[src/rtl/object_mover.sv]
// -----------------------------------------------------------------------------
// object_mover
//   Per-frame motion controller for one on-screen object. Once per video frame
//   it updates the object's velocity from the move keys, gravity and latched
//   jump/floor events, integrates the position and clamps it to the screen.
//   Position and velocity are fixed point with FIXED_SHIFT fraction bits; the
//   drawer only ever sees whole pixels.
//
// Ports
//   clk           in   system clock
//   reset         in   synchronous, active-high reset (beats every other input)
//   startOfFrame  in   one-cycle pulse per video frame
//   enable        in   1 = motion updates allowed
//   moveLeft      in   level, sampled during the velocity update
//   moveRight     in   level, sampled during the velocity update
//   jumpReq       in   pulse, latched until the next velocity update
//   floorHit      in   pulse, latched until the next velocity update
//   topLeftX      out  signed 11-bit object position, pixels
//   topLeftY      out  signed 11-bit object position, pixels
//   airborne      out  1 = object is not resting on a floor
// -----------------------------------------------------------------------------
module object_mover #(
    parameter int INIT_X      = 280,
    parameter int INIT_Y      = 185,
    parameter int FIXED_SHIFT = 6,
    parameter int GRAVITY     = 16,
    parameter int MAX_VY      = 256,
    parameter int JUMP_VY     = -512,
    parameter int STEP_VX     = 128,
    parameter int SCREEN_W    = 640,
    parameter int SCREEN_H    = 480,
    parameter int OBJ_W       = 32,
    parameter int OBJ_H       = 32
) (
    input  logic               clk,
    input  logic               reset,
    input  logic               startOfFrame,
    input  logic               enable,
    input  logic               moveLeft,
    input  logic               moveRight,
    input  logic               jumpReq,
    input  logic               floorHit,
    output logic signed [10:0] topLeftX,
    output logic signed [10:0] topLeftY,
    output logic               airborne
);

    // 18-bit signed fixed point leaves ample headroom: one frame of motion
    // can never push a position outside this range before the clamp.
    localparam logic signed [17:0] INIT_X_FP  = 18'(INIT_X << FIXED_SHIFT);
    localparam logic signed [17:0] INIT_Y_FP  = 18'(INIT_Y << FIXED_SHIFT);
    localparam logic signed [17:0] X_MAX_FP   = 18'((SCREEN_W - OBJ_W) << FIXED_SHIFT);
    localparam logic signed [17:0] Y_MAX_FP   = 18'((SCREEN_H - OBJ_H) << FIXED_SHIFT);
    localparam logic signed [17:0] GRAVITY_FP = 18'(GRAVITY);
    localparam logic signed [17:0] MAX_VY_FP  = 18'(MAX_VY);
    localparam logic signed [17:0] JUMP_VY_FP = 18'(JUMP_VY);
    localparam logic signed [17:0] STEP_VX_FP = 18'(STEP_VX);
    localparam logic signed [17:0] ZERO_FP    = 18'sd0;
    localparam logic signed [10:0] INIT_X_PX  = 11'(INIT_X);
    localparam logic signed [10:0] INIT_Y_PX  = 11'(INIT_Y);

    typedef enum logic [1:0] {
        ST_WAIT    = 2'd0,
        ST_UPD_VEL = 2'd1,
        ST_UPD_POS = 2'd2,
        ST_CLAMP   = 2'd3
    } state_t;

    state_t              state_r;
    logic signed [17:0]  pos_x_r;
    logic signed [17:0]  pos_y_r;
    logic signed [17:0]  vx_r;
    logic signed [17:0]  vy_r;
    logic                airborne_r;
    logic                jump_l_r;
    logic                floor_l_r;
    logic signed [10:0]  top_left_x_r;
    logic signed [10:0]  top_left_y_r;

    logic signed [17:0]  vx_next_s;
    logic signed [17:0]  vy_floor_s;
    logic                air_floor_s;
    logic signed [17:0]  vy_grav_s;
    logic signed [17:0]  vy_next_s;
    logic                air_next_s;

    logic signed [17:0]  x_clamp_s;
    logic signed [17:0]  y_clamp_s;
    logic signed [17:0]  vy_clamp_s;
    logic                air_clamp_s;

    // Next velocity from keys and latched events; committed only in UPD_VEL.
    always_comb begin
        vx_next_s   = ZERO_FP;
        vy_floor_s  = vy_r;
        air_floor_s = airborne_r;
        vy_grav_s   = vy_r;
        vy_next_s   = vy_r;
        air_next_s  = airborne_r;

        case ({moveLeft, moveRight})
            2'b01:   vx_next_s = STEP_VX_FP;
            2'b10:   vx_next_s = -STEP_VX_FP;
            default: vx_next_s = ZERO_FP;
        endcase

        // A floor contact only lands the object when it is not moving upward.
        if (floor_l_r && (vy_r >= ZERO_FP)) begin
            vy_floor_s  = ZERO_FP;
            air_floor_s = 1'b0;
        end else begin
            vy_floor_s  = vy_r;
            air_floor_s = airborne_r;
        end

        vy_grav_s = vy_floor_s + GRAVITY_FP;

        // Jump is judged after landing, so floor+jump in one frame jumps.
        if (jump_l_r && !air_floor_s) begin
            vy_next_s  = JUMP_VY_FP;
            air_next_s = 1'b1;
        end else if (air_floor_s) begin
            vy_next_s  = (vy_grav_s > MAX_VY_FP) ? MAX_VY_FP : vy_grav_s;
            air_next_s = 1'b1;
        end else begin
            vy_next_s  = vy_floor_s;
            air_next_s = air_floor_s;
        end
    end

    // Screen clamp of the integrated position; committed only in CLAMP.
    always_comb begin
        x_clamp_s   = pos_x_r;
        y_clamp_s   = pos_y_r;
        vy_clamp_s  = vy_r;
        air_clamp_s = airborne_r;

        if (pos_x_r < ZERO_FP) begin
            x_clamp_s = ZERO_FP;
        end else if (pos_x_r > X_MAX_FP) begin
            x_clamp_s = X_MAX_FP;
        end else begin
            x_clamp_s = pos_x_r;
        end

        // Hitting the bottom edge acts as a floor; the top edge only stops upward motion.
        if (pos_y_r > Y_MAX_FP) begin
            y_clamp_s   = Y_MAX_FP;
            vy_clamp_s  = ZERO_FP;
            air_clamp_s = 1'b0;
        end else if (pos_y_r < ZERO_FP) begin
            y_clamp_s   = ZERO_FP;
            vy_clamp_s  = (vy_r < ZERO_FP) ? ZERO_FP : vy_r;
            air_clamp_s = airborne_r;
        end else begin
            y_clamp_s   = pos_y_r;
            vy_clamp_s  = vy_r;
            air_clamp_s = airborne_r;
        end
    end

    // Frame update FSM with event latches and registered pixel outputs.
    always_ff @(posedge clk) begin
        if (reset) begin
            state_r      <= ST_WAIT;
            pos_x_r      <= INIT_X_FP;
            pos_y_r      <= INIT_Y_FP;
            vx_r         <= ZERO_FP;
            vy_r         <= ZERO_FP;
            airborne_r   <= 1'b1;
            jump_l_r     <= 1'b0;
            floor_l_r    <= 1'b0;
            top_left_x_r <= INIT_X_PX;
            top_left_y_r <= INIT_Y_PX;
        end else begin
            // Latches clear on leaving UPD_VEL, but a pulse in that very cycle survives.
            jump_l_r  <= jumpReq  | (jump_l_r  & (state_r != ST_UPD_VEL));
            floor_l_r <= floorHit | (floor_l_r & (state_r != ST_UPD_VEL));

            case (state_r)
                ST_WAIT: begin
                    if (startOfFrame && enable) begin
                        state_r <= ST_UPD_VEL;
                    end else begin
                        state_r <= ST_WAIT;
                    end
                end
                ST_UPD_VEL: begin
                    vx_r       <= vx_next_s;
                    vy_r       <= vy_next_s;
                    airborne_r <= air_next_s;
                    state_r    <= ST_UPD_POS;
                end
                ST_UPD_POS: begin
                    pos_x_r <= pos_x_r + vx_r;
                    pos_y_r <= pos_y_r + vy_r;
                    state_r <= ST_CLAMP;
                end
                ST_CLAMP: begin
                    pos_x_r      <= x_clamp_s;
                    pos_y_r      <= y_clamp_s;
                    vy_r         <= vy_clamp_s;
                    airborne_r   <= air_clamp_s;
                    top_left_x_r <= 11'(x_clamp_s >>> FIXED_SHIFT);
                    top_left_y_r <= 11'(y_clamp_s >>> FIXED_SHIFT);
                    state_r      <= ST_WAIT;
                end
                default: begin
                    state_r <= ST_WAIT;
                end
            endcase
        end
    end

    assign topLeftX = top_left_x_r;
    assign topLeftY = top_left_y_r;
    assign airborne = airborne_r;

endmodule

[config.mk]
export PLATFORM = sky130hd
export DESIGN_NAME = object_mover
export DESIGN_NICKNAME = d
export VERILOG_FILES = /design/src/rtl/object_mover.sv
export SDC_FILE = /design/constraint.sdc
export NUM_CORES = 1
export LEC_CHECK = 0
export ABC_AREA = 1
export CORE_MARGIN = 2
export CORE_UTILIZATION = 30
export CTS_BUF_LIST = sky130_fd_sc_hd__clkbuf_16
export CTS_CLUSTER_SIZE = 24
export DETAILED_ROUTE_END_ITERATION = 8
export HOLD_SLACK_MARGIN = 0.05
export PLACE_DENSITY_LB_ADDON = 0.1
export SYNTH_ARGS = -nofsm -noshare
export SYNTH_HDL_FRONTEND = slang
export SYNTH_SLANG_ARGS = --single-unit
[constraint.sdc]
create_clock -name clk -period 3.3 [get_ports clk]
set_input_delay 0.99 -clock clk [delete_from_list [all_inputs] [get_ports clk]]
set_output_delay 0.99 -clock clk [all_outputs]
set_load 0.03 [all_outputs]
==> results.json <==
{
  "cts_setup_buffers": 0,
  "cts_root_buf": "clkbuf_16",
  "worstReg2RegStart": "vy_r[17]",
  "avgRoutedWirePerCell_um": 14.6,
  "regArea_um2": 1540,
  "drt_iter0_drc": 225,
  "synth_area_um2": 5010,
  "yosys.area.top_type": "dfxtp_1",
  "synth_edf_count": 0,
  "worstPathMaxFanout": 30,
  "rsz0062_at_grt": "false",
  "cts.path.max_buffers": 2,
  "grt_remaining_overflow": 0,
  "fin_area_um2": 5830,
  "slowest_stage": "dfxtp_1",
  "synth-seq-area-share": 0.308,
  "setup_violations": 0,
  "timing.final.crit_share": 0.826,
  "first_pass_iters": 4,
  "cp_num_buf_inv": 2,
  "antenna_found_initial": 0,
  "timing.final.ws_setup_ns": 0.574,
  "place.gp.congestion": 0.839,
  "ys_warn_count": 0,
  "async_flop_share": 0,
  "synthTopCellsByArea": "dfxtp_1, nand2_1, ha_1",
  "num_io_pins": 31,
  "fin_skew_ns": 0.00895,
  "drv_cap": 0,
  "setup.worst_path.end_class": "register",
  "post-place-ws_ns": 0.630,
  "drt_wl_total_um": 14500,
  "synth_top_area_frac": 0.308,
  "drc": 0,
  "netlist_top_cells_count": "nand2_1, a21oi_1, dfxtp_1",
  "coreArea_um2": 16500,
  "grt_first_pass_wirelength_um": 23900,
  "critical_path_class": "register to register",
  "die_h_um": 133,
  "postCtsHoldBufs": 0,
  "powerDensity_nw_per_um2": 658,
  "syn_area_per_cell_um2": 6.72,
  "slew_violations": 0,
  "grt_use_total": 0.170,
  "synth_most_common_cell": "nand2_1",
  "dieWidth_um": 133,
  "worst_slew_pin_slew_ns": 0.789,
  "syn_nets": 789,
  "fin_setup_tns_ns": 0,
  "rr_endpoint": "vy_r[16]",
  "worstHoldStart": "topLeftX[10]",
  "ff2ff_setup_slack_ns": 0.57,
  "cp_top_family": "simple AND/OR/NAND/NOR gates",
  "dp_hpwl_um": 10800,
  "peakVddDrop_mv": 0.287,
  "worst_skew_pair.late_latency_ns": 0.35,
  "diodes": 0,
  "cp_slowest_stage_delay_ns": 0.42,
  "p_leak_nw": 2.47,
  "hold_path_end": "topLeftX[10]",
  "fmax_mhz": 367,
  "placedInstanceArea_um2": 5510,
  "vias_per_cell": 4.89,
  "vias": 4872,
  "hold_viol_final": 0,
  "fillers": 1803,
  "cp_common_cell": "nand2_1",
  "relSlewSlack": 0.472,
  "final_antenna_net_count": 0,
  "synth.ff_latch_count": 77,
  "first_global_vias": 4629,
  "status": "finished clean",
  "ctsHtreeMaxLevel": 3,
  "worstRegToRegCells": 17,
  "start_util": 0.304,
  "syn_to_final_growth_pct": 16.5,
  "cp_cell_sequence": "inv_2, nand2_4, inv_1, nor2_1, ha_1, nand3_4, nor2_2, nand4_1, nand2_1, nand3_1, nor2_2, nand2_2, nand2_4, nand2_1, nand2_1, nand2_1, a21oi_2",
  "multi_input_area_um2": 3100,
  "die-area_um2": 17700,
  "start_kind": "register",
  "hold_path_depth": 2,
  "critical_path_required_ns": 3.58,
  "drive_gt1_frac": 0.0695,
  "cts_resized": 0,
  "cp.arrival_ns": 3.00,
  "core.rowCount": 47,
  "grt_max_degree": 43,
  "numCtsBuffers": 9,
  "post-route-min-period_ns": 2.73,
  "ys.flop_type": "dfxtp_1",
  "cts_tree": "yes",
  "cts_sinks": 77,
  "final_net_count": 816,
  "min_path_type": "register to register",
  "place.port_buffers": 30,
  "path_clk_slew_ns": 0.07,
  "postSynthCellCount": 745,
  "synth_cell_types": 50
}
## sequential cells by signal (all words and copies together) (netlist names)
register	count
airborne	1
state_r	2
pos_x_r	12
jump_l_r	1
vy_r	18
topLeftY	11
floor_l_r	1
pos_y_r	18
vx_r	2
topLeftX	11
## logic make-up after synthesis
family,count (synthesis),synth area share
and+or+nand+nor,361,0.316
AOI/OAI and AO/OA,177,0.196
xor gates and xnor gates,8,0.0140
buffers and inverters,86,0.0739
adders and majority gates,36,0.0929
DFF,77,0.308
## cell type report
type	count	share of cell area
clock buffer	9	0.0386
timing repair buffer	38	0.0609
inverter	64	0.0412
multi-input combinational	582	0.531
tap	220	0.0472
clock inverter	7	0.0172
sequential	77	0.264
## stage by stage
| stage | std cells | hold WS [ns] | total power (W) | util |
|---|---|---|---|---|
| 2_1_floorplan | 745 | 0.442 | 0.00235 | - |
| 3_3_place_gp | 981 | 0.430 | 0.00275 | 0.335 |
| 3_5_place_dp | 981 | 0.430 | 0.00276 | 0.335 |
| 4_1_cts | 997 | 0.441 | 0.00388 | 0.354 |
| 5_1_grt | 997 | 0.467 | 0.00415 | 0.354 |
| 6_report | 997 | 0.440 | 0.00384 | 0.354 |
## power by group
group,switching [W],leakage [nW],internal [W]
Sequential,0.000183,0.625,0.00108
Clock,0.000438,0.148,0.000665
Combinational,0.000952,1.69,0.000516
Total,0.00157,2.47,0.00227
## worst reg2reg max path: cells and delay by family (launching register included)
family | cells | cell delay [ns]
AO/OA/AOI/OAI | 1 | 0.13
adder cells (fa/ha/maj) | 1 | 0.27
buffers and inverters | 2 | 0.23
flip-flops | 1 | 0.42
AND/OR/NAND/NOR | 13 | 1.61
## layer usage
metal	wire length, um	share of wire	vias up	GRT usage
li1	-	-	2570	-
met1	7000	0.48	2239	0.215
met2	7050	0.48	50	0.291
met3	318	0.022	13	0.0339
met4	174	0.012	0	0.0514
met5	0	0	-	0
## layout by cell type (no fill, tap or decap), types with 4 or more instances in the layout
cell type / n
nand2_1: 200
a21oi_1: 82
dfxtp_1: 77
nor2_1: 65
o21ai_0: 63
inv_1: 62
nand3_1: 52
ha_1: 34
clkdlybuf4s50_1: 29
nand4_1: 13
clkbuf_16: 9
buf_4: 8
xor2_1: 7
nor3_1: 5
a21oi_2: 5
or2_2: 5
a31oi_1: 4
nor2_2: 4
## worst max path at each step
stage	from	to	slack [ns]	cells past startpoint
2_1_floorplan	vy_r[17]	vy_r[11]	1.0	19
3_3_place_gp	vy_r[17]	vy_r[12]	0.77	17
3_5_place_dp	vy_r[17]	vy_r[16]	0.63	17
4_1_cts	vy_r[17]	vy_r[16]	0.59	17
5_1_grt	vy_r[17]	vy_r[8]	0.23	16
6_report	vy_r[17]	vy_r[16]	0.57	17
Note: power is estimated with default switching activity, not from simulation.
